===== src/rtl/fpaddsub_align_stage.sv =====
// fpaddsub_align_stage
//   Alignment front end of a single-precision add/subtract unit. Two-stage
//   valid/ready pipeline:
//     S1 compare/swap : picks the larger-magnitude operand, resolves the
//                       effective signs/op, selects the shift amount.
//     S2 shift/sticky : right-shifts the smaller mantissa into a 27-bit
//                       {hidden, frac, G, R, S} field with sticky collection.
// Ports
//   clk, rst            clock, async active-high reset
//   in_valid/in_ready   upstream handshake for {A, B, Sa, Sb, Op, ShiftDet, InputExc}
//   A, B                {exp[30:23], frac[22:0]} operand magnitudes
//   Sa, Sb, Op          operand signs and op (0 add, 1 subtract)
//   ShiftDet            {ExpB-ExpA[4:0], ExpA-ExpB[4:0]} from the prealign logic
//   InputExc            exception flags, carried unmodified with the data
//   out_valid/out_ready downstream handshake
//   Emax, Mmax, Mmin    aligned larger exponent/mantissa and shifted smaller mantissa
//   Smax, OpEff, ExcOut result sign, effective subtract, delayed exceptions
module fpaddsub_align_stage (
    input  logic        clk,
    input  logic        rst,
    input  logic        in_valid,
    output logic        in_ready,
    input  logic [30:0] A,
    input  logic [30:0] B,
    input  logic        Sa,
    input  logic        Sb,
    input  logic        Op,
    input  logic [9:0]  ShiftDet,
    input  logic [4:0]  InputExc,
    output logic        out_valid,
    input  logic        out_ready,
    output logic [7:0]  Emax,
    output logic [23:0] Mmax,
    output logic [26:0] Mmin,
    output logic        Smax,
    output logic        OpEff,
    output logic [4:0]  ExcOut
);

    typedef struct packed {
        logic [7:0]  emax;
        logic [23:0] mmax;
        logic [23:0] mmin;   // unshifted {hidden, frac} of the smaller operand
        logic [4:0]  shamt;
        logic        far;    // exponent gap >= 27: everything lands in sticky
        logic        smax;
        logic        opeff;
        logic [4:0]  exc;
    } s1_t;

    typedef struct packed {
        logic [7:0]  emax;
        logic [23:0] mmax;
        logic [26:0] mmin;
        logic        smax;
        logic        opeff;
        logic [4:0]  exc;
    } s2_t;

    // vld_pipe[1] = S1 full, vld_pipe[2] = S2 full
    logic [2:1] vld_pipe;
    s1_t        s1_d, s1_q;
    s2_t        s2_d, s2_q;
    logic       s1_load, s2_load;

    // A stage may load when empty or when its current set leaves this cycle.
    assign s2_load  = ~vld_pipe[2] | out_ready;
    assign s1_load  = ~vld_pipe[1] | s2_load;
    assign in_ready = s1_load;

    // ---------------- S1: compare / swap ----------------
    logic       sbe, a_big;
    logic [7:0] ea, eb, ediff;

    always_comb begin
        sbe   = Sb ^ Op;
        a_big = (A >= B);   // tie keeps A as the larger operand
        ea    = A[30:23];
        eb    = B[30:23];
        ediff = a_big ? (ea - eb) : (eb - ea);

        s1_d       = '0;
        s1_d.smax  = a_big ? Sa : sbe;
        s1_d.opeff = Sa ^ sbe;
        s1_d.exc   = InputExc;
        s1_d.far   = (ediff >= 8'd27);
        if (a_big) begin
            s1_d.emax  = ea;
            s1_d.mmax  = {|ea, A[22:0]};
            s1_d.mmin  = {|eb, B[22:0]};
            s1_d.shamt = ShiftDet[4:0];
        end else begin
            s1_d.emax  = eb;
            s1_d.mmax  = {|eb, B[22:0]};
            s1_d.mmin  = {|ea, A[22:0]};
            s1_d.shamt = ShiftDet[9:5];
        end
    end

    // ---------------- S2: shift / sticky ----------------
    logic [26:0] ext, shifted, lost_mask;
    logic        sticky;

    always_comb begin
        ext       = {s1_q.mmin, 3'b000};
        shifted   = ext >> s1_q.shamt;
        // Low shamt bits of ext are the ones that fall off the right end.
        lost_mask = (27'h1 << s1_q.shamt) - 27'h1;
        sticky    = |(ext & lost_mask);

        s2_d       = '0;
        s2_d.emax  = s1_q.emax;
        s2_d.mmax  = s1_q.mmax;
        s2_d.smax  = s1_q.smax;
        s2_d.opeff = s1_q.opeff;
        s2_d.exc   = s1_q.exc;
        if (s1_q.far)
            s2_d.mmin = {26'b0, |s1_q.mmin};
        else
            s2_d.mmin = {shifted[26:1], shifted[0] | sticky};
    end

    // ---------------- pipeline registers ----------------
    always_ff @(posedge clk or posedge rst) begin
        if (rst) begin
            vld_pipe <= '0;
            s1_q     <= '0;
            s2_q     <= '0;
        end else begin
            if (s1_load) vld_pipe[1] <= in_valid;
            if (s2_load) vld_pipe[2] <= vld_pipe[1];
            if (s1_load && in_valid)    s1_q <= s1_d;
            if (s2_load && vld_pipe[1]) s2_q <= s2_d;
        end
    end

    assign out_valid = vld_pipe[2];
    assign Emax      = s2_q.emax;
    assign Mmax      = s2_q.mmax;
    assign Mmin      = s2_q.mmin;
    assign Smax      = s2_q.smax;
    assign OpEff     = s2_q.opeff;
    assign ExcOut    = s2_q.exc;

endmodule


===== config.mk =====
export PLATFORM = sky130hd
export DESIGN_NAME = fpaddsub_align_stage
export DESIGN_NICKNAME = d
export VERILOG_FILES = /design/src/rtl/fpaddsub_align_stage.sv
export SDC_FILE = /design/constraint.sdc
export NUM_CORES = 1
export LEC_CHECK = 0
export ABC_AREA = 1
export BUFFER_PORTS_ARGS = -buffer_cell sky130_fd_sc_hd__buf_2
export CORE_UTILIZATION = 45
export DETAILED_ROUTE_END_ITERATION = 6
export GPL_TIMING_DRIVEN = 1
export PLACE_DENSITY = 0.7
export SYNTH_ARGS = -nofsm -noshare
export SYNTH_HDL_FRONTEND = slang
export SYNTH_SLANG_ARGS = --single-unit

===== constraint.sdc =====
create_clock -name clk -period 9.6 [get_ports clk]
set_clock_uncertainty 0.05 [all_clocks]
set_input_delay 0.48 -clock clk [delete_from_list [all_inputs] [get_ports clk]]
set_output_delay 0.48 -clock clk [all_outputs]
set_load 0.01 [all_outputs]

======== Yosys cells after proc, flatten, opt, wreduce, memory -nomap -nowiden ========
Index checks and enable logic that the tools add are counted.
storage, ports and cells
  logic and storage cells ................. 41
  flip-flop bits (word level) ............. 137
cells by class
  $add $sub $neg .......................... 3
  shifts and indexed selects .............. 2
  bitwise gates (word level) .............. 8
  reductions and logical operators ........ 6
  mux-type cells .......................... 4
  magnitude comparators ................... 2
operators by type and width
  operator                 count
  $mux W61                 1
  $ge A31 B31 Y1           1
  $and A27 B27 Y27         1
  $mux W27                 1
  $reduce_or A27 Y1        1
  $shl A1 B5 Y27 const A   1
  $shr A27 B5 Y27          1
  $sub A27 B1 Y27 const B  1
  $reduce_or A24 Y1        1
  $reduce_or A8 Y1         2
  $sub A8 B8 Y8            2
  $ge A8 B5 Y1 const B     1
  $mux W8                  1
  $or A1 B1 Y1             3
  $logic_and A1 B1 Y1      2
  $not A1 Y1               2
  $xor A1 B1 Y1            2
  $mux W1                  1

======== Longest topological paths before layout ========
  word-level depth ........................ 6
  mapped depth ............................ 19

======== Worst setup path after synthesis ========
Ideal clock, no wire load.
  kind .................................... input -> register
  start ................................... input port A[25]
  end ..................................... register s1_q, in the netlist ext[10]
  setup slack ............................. 7.356 ns
  arrival time ............................ 2.064 ns
  required time ........................... 9.420 ns
  setup time .............................. 0.130 ns
  path buffers ............................ 3
  stages on the path ...................... 15
  cells stage by stage .................... inv_1 ha_1 buf_6 nand2_1 inv_2 nand2_1 nor2_1 nor2_1 nand2_1 nor2_4 nand2_8 buf_6 buf_2 o21ai_1 o21ai_1
between the ends
  longest elaborated chain between the ends .. 2
RTL lines
  what                  RTL line  text
  start, declared       23        input logic [30:0] A,
  $ge A31 B31 Y1        77        a_big = (A >= B);
  $mux W61              87        if (a_big) begin
  end signal, assigned  127       s1_q <= '0;
  end signal, assigned  132       if (s1_load && in_valid) s1_q <= s1_d;
  end, declared         62        s1_t s1_d, s1_q;
Every way passes these cells.
A chain may end at the register's enable or synchronous reset.

======== Final worst setup path ========
  start ................................... input port B[30]
  end ..................................... register s1_q[38] (netlist bit)
between the ends
  longest elaborated chain between the ends .. 2
RTL lines
  what             RTL line  text
  start, declared  24        input logic [30:0] B,
  $ge A31 B31 Y1   77
  $mux W61         87
Every way passes these cells.

==> metrics <==
outcome=complete, no violations; most common cell after layout, fill and taps aside=nand2_1; pin count of the biggest net entering global routing=106; initial antenna violation count=3; DR pass1 iterations=5; f_max=0.3366 GHz; Post-CTS Hold Buffers=0; Int Pwr=0.001398 W; WHS=0.1196 ns; initial drt markers=631; dominant synthesized flop cell=dfrtp_1; Comb pwr share=0.347; root buffer cell=clkbuf_16; R2R Path End=Mmin[0]$_DFFE_PP0P_; VDD IR-drop max=113.1 µV; Overall Global Routing Usage=0.2646; DR vias/cell=5.430; setup bufs post-CTS=0; CTS Sinks=137; Worst R2R Setup Slack=6.87 ns; CTS tree=built; r2r worst-path depth=15; Synth cell types=47; dominant cells by area after synthesis=dfrtp_1 40%, nand2_1 12%, o21ai_0 7.2%; Seq/Total Area, Yosys=0.3962; Num CTS Buffers=17; worst-margin pin slew=0.9094 ns; Slew HR=0.3938; Worst EP required=9.88 ns; fin. max-slew vios=0; xor-xnor portion of the synthesized cell area=0.01215; static leakage=5.148 nW; mean area per synthesized cell=7.484 µm²; Cells after Synth=1156; minimum clock period=2.970 ns; total grt overflow=0; vias in the first global route=7882; Post-Syn Area=0.008652 mm²; adder-cell area share of the yosys netlist=0.06103; input/output buffers=151; area grow syn2layout=16.12%; maxcap violations=0; number of synthesized flops with an enable pin=0; Chip Height=140.7 µm; Routed WL=25120 µm; placed cell areas=0.009434 mm²; largest family of logic cells by synthesized area=compound AO/OA/AOI/OAI gates; Cell Chain, Critical Path=buf_2, inv_1, ha_1, a21oi_1, nand3_1, nor2_1, nand2_1, nor2_4, nand2_8, inv_2, o21ai_0, o22ai_1; sequential fraction of design power=0.353; DRC viols=0; Yosys top cell area share=0.3962; final antenna-violating net count=0; Core Region=0.01877 mm²; die width=140.7 µm; synth warn=0; die area=0.01979 mm²; complex-gate fraction of the synthesized area=0.2221; Final #Nets=1398; cts repair resizes=0; post-DR wirelength/cell=16.52 µm; max incr delay on CP=0.62 ns; Sw Share=0.3822; crit start category=input pin; Final Hold Fails=0; TNS Setup=0 ns; Post-DP HPWL=18380 µm; element type at the critical path end=flop; Post-Syn Nets=1281; first-pass GRT wire length=40900 µm; RR Startpoint=s1_q[10]$_DFFE_PP0P_; most frequent cells in the layout=275 x nand2_1, 151 x buf_2, 141 x inv_1, 137 x dfrtp_1, 125 x o21ai_0; RSZ-0062 raised after global routing=false; fraction of layout cells with a size suffix above 1=0.1928; CTS Buffer Depth=2; worst-path fanout max=105; Yosys reg bits=137; HP Class=input pin to async pin; Post-synth ARST share=1.000; crit path DAT=3.25 ns; clock network power share=0.300; clk_lat worst skew=0.42 ns; Power Density=225.2 mW/mm²; Net Switching=0.0008648 W; Final GP Congestion=0.9736; Post-Synth Simple-Gate Area=0.2033; Slowest cell on crit path=inv_2; # setup viols final=0; Initial Utilization=0.4610; vias=8259; dominant cell type by area after synthesis=dfrtp_1; CTS H-tree lvls=4; area of the multi-input gates=0.004344 mm²; final instance area=0.01005 mm²; register area=0.003428 mm²; io pins=152; fill count=1882; multiplexer share of the synthesized area=0.002314; critical path class=input pin to flop; period utilization=0.3094; Rows=50; Reg clk slew, reported paths=0.06 ns
## worst max path at each step
stage	startpoint	cells past startpoint	slack (ns)	endpoint
final	B[30]	12	6.63	s1_q[38]$_DFFE_PP0P_
after global routing	A[28]	14	6.37	s1_q[38]$_DFFE_PP0P_
after CTS	A[24]	12	6.64	s1_q[38]$_DFFE_PP0P_
after detailed placement	A[24]	12	6.26	s1_q[52]$_DFFE_PP0P_
after global placement	A[24]	12	6.32	s1_q[8]$_DFFE_PP0P_
after floorplan	rst	1	5.40	Emax[0]$_DFFE_PP0P_
## area by class of cell
type / instances / area share
multi-input cells: 811 / 0.4324
flip-flops and latches: 137 / 0.3412
diodes: 1 / 0.0002491
clock inverters: 14 / 0.01706
clock buffers: 18 / 0.04371
well taps: 234 / 0.02914
repair buffers: 158 / 0.08045
inverters: 148 / 0.05579
## sequential cells by signal, indices dropped and copies added (netlist names)
name,flops
Mmax,24
vld_pipe,2
ExcOut,5
ext,24
s1_q,45
Mmin,27
OpEff,1
Smax,1
Emax,8
## power groups by stage
stage                     clock network [W]  logic, W  registers (W)
after floorplan                           0  0.000491       0.000831
after global placement                    0  0.000773       0.000803
after detailed placement                  0  0.000779       0.000807
after CTS                          0.000690  0.000784       0.000799
after global routing               0.000714  0.000880       0.000816
final                              0.000680  0.000784       0.000799
## layer usage
layer | track usage | part of all wire | vias to the layer above
met5 | 0 | 0.00064 | -
li1 | - | - | 4062
met2 | 0.4378 | 0.48 | 260
met1 | 0.3537 | 0.45 | 3888
met4 | 0.09039 | 0.022 | 4
met3 | 0.04076 | 0.044 | 45
## cell families after synthesis
group / Yosys count
XOR/XNOR: 12
AND/OR/NAND/NOR: 422
flip-flops: 137
adder cells (fa/ha/maj): 41
multiplexers: 2
AO/OA/AOI/OAI: 334
buffers and inverters: 208
## Yosys cell counts, types with 2 or more instances
library cell,number
a21o_1,4
a21oi_1,41
a21oi_2,29
a22o_1,4
a31oi_1,5
a32o_1,2
buf_1,3
buf_2,13
buf_4,4
buf_6,10
clkbuf_1,28
clkbuf_2,2
dfrtp_1,137
fa_1,2
ha_1,39
inv_1,143
inv_2,5
mux2i_1,2
nand2_1,277
nand2_2,2
nand3_1,31
nand3b_1,3
nand4_1,12
nor2_1,72
nor2_2,8
nor3_1,2
nor4_1,5
o211ai_1,4
o21ai_0,125
o21ai_1,71
o21bai_1,2
o221ai_1,6
o22ai_1,35
or2_2,5
xnor2_1,2
xor2_1,10
## worst max-delay path: cells and delay by family
kind / cells / cell delay, ns
AOI/OAI and AO/OA: 3 / 0.61
and+or+nand+nor: 5 / 1.00
adders and majority gates: 1 / 0.36
buffers and inverters: 3 / 0.77
## stage by stage
step                cells    util  total power, W  setup slack, ns
floorplan            1156       -        0.001322            5.402
global placement     1488  0.5027        0.001577            6.320
detailed placement   1488  0.5027        0.001587            6.257
CTS                  1520  0.5352        0.002272            6.636
global route         1521  0.5353        0.002410            6.366
finish               1521  0.5353        0.002263            6.630
Note: power is estimated with default switching activity, not from simulation.
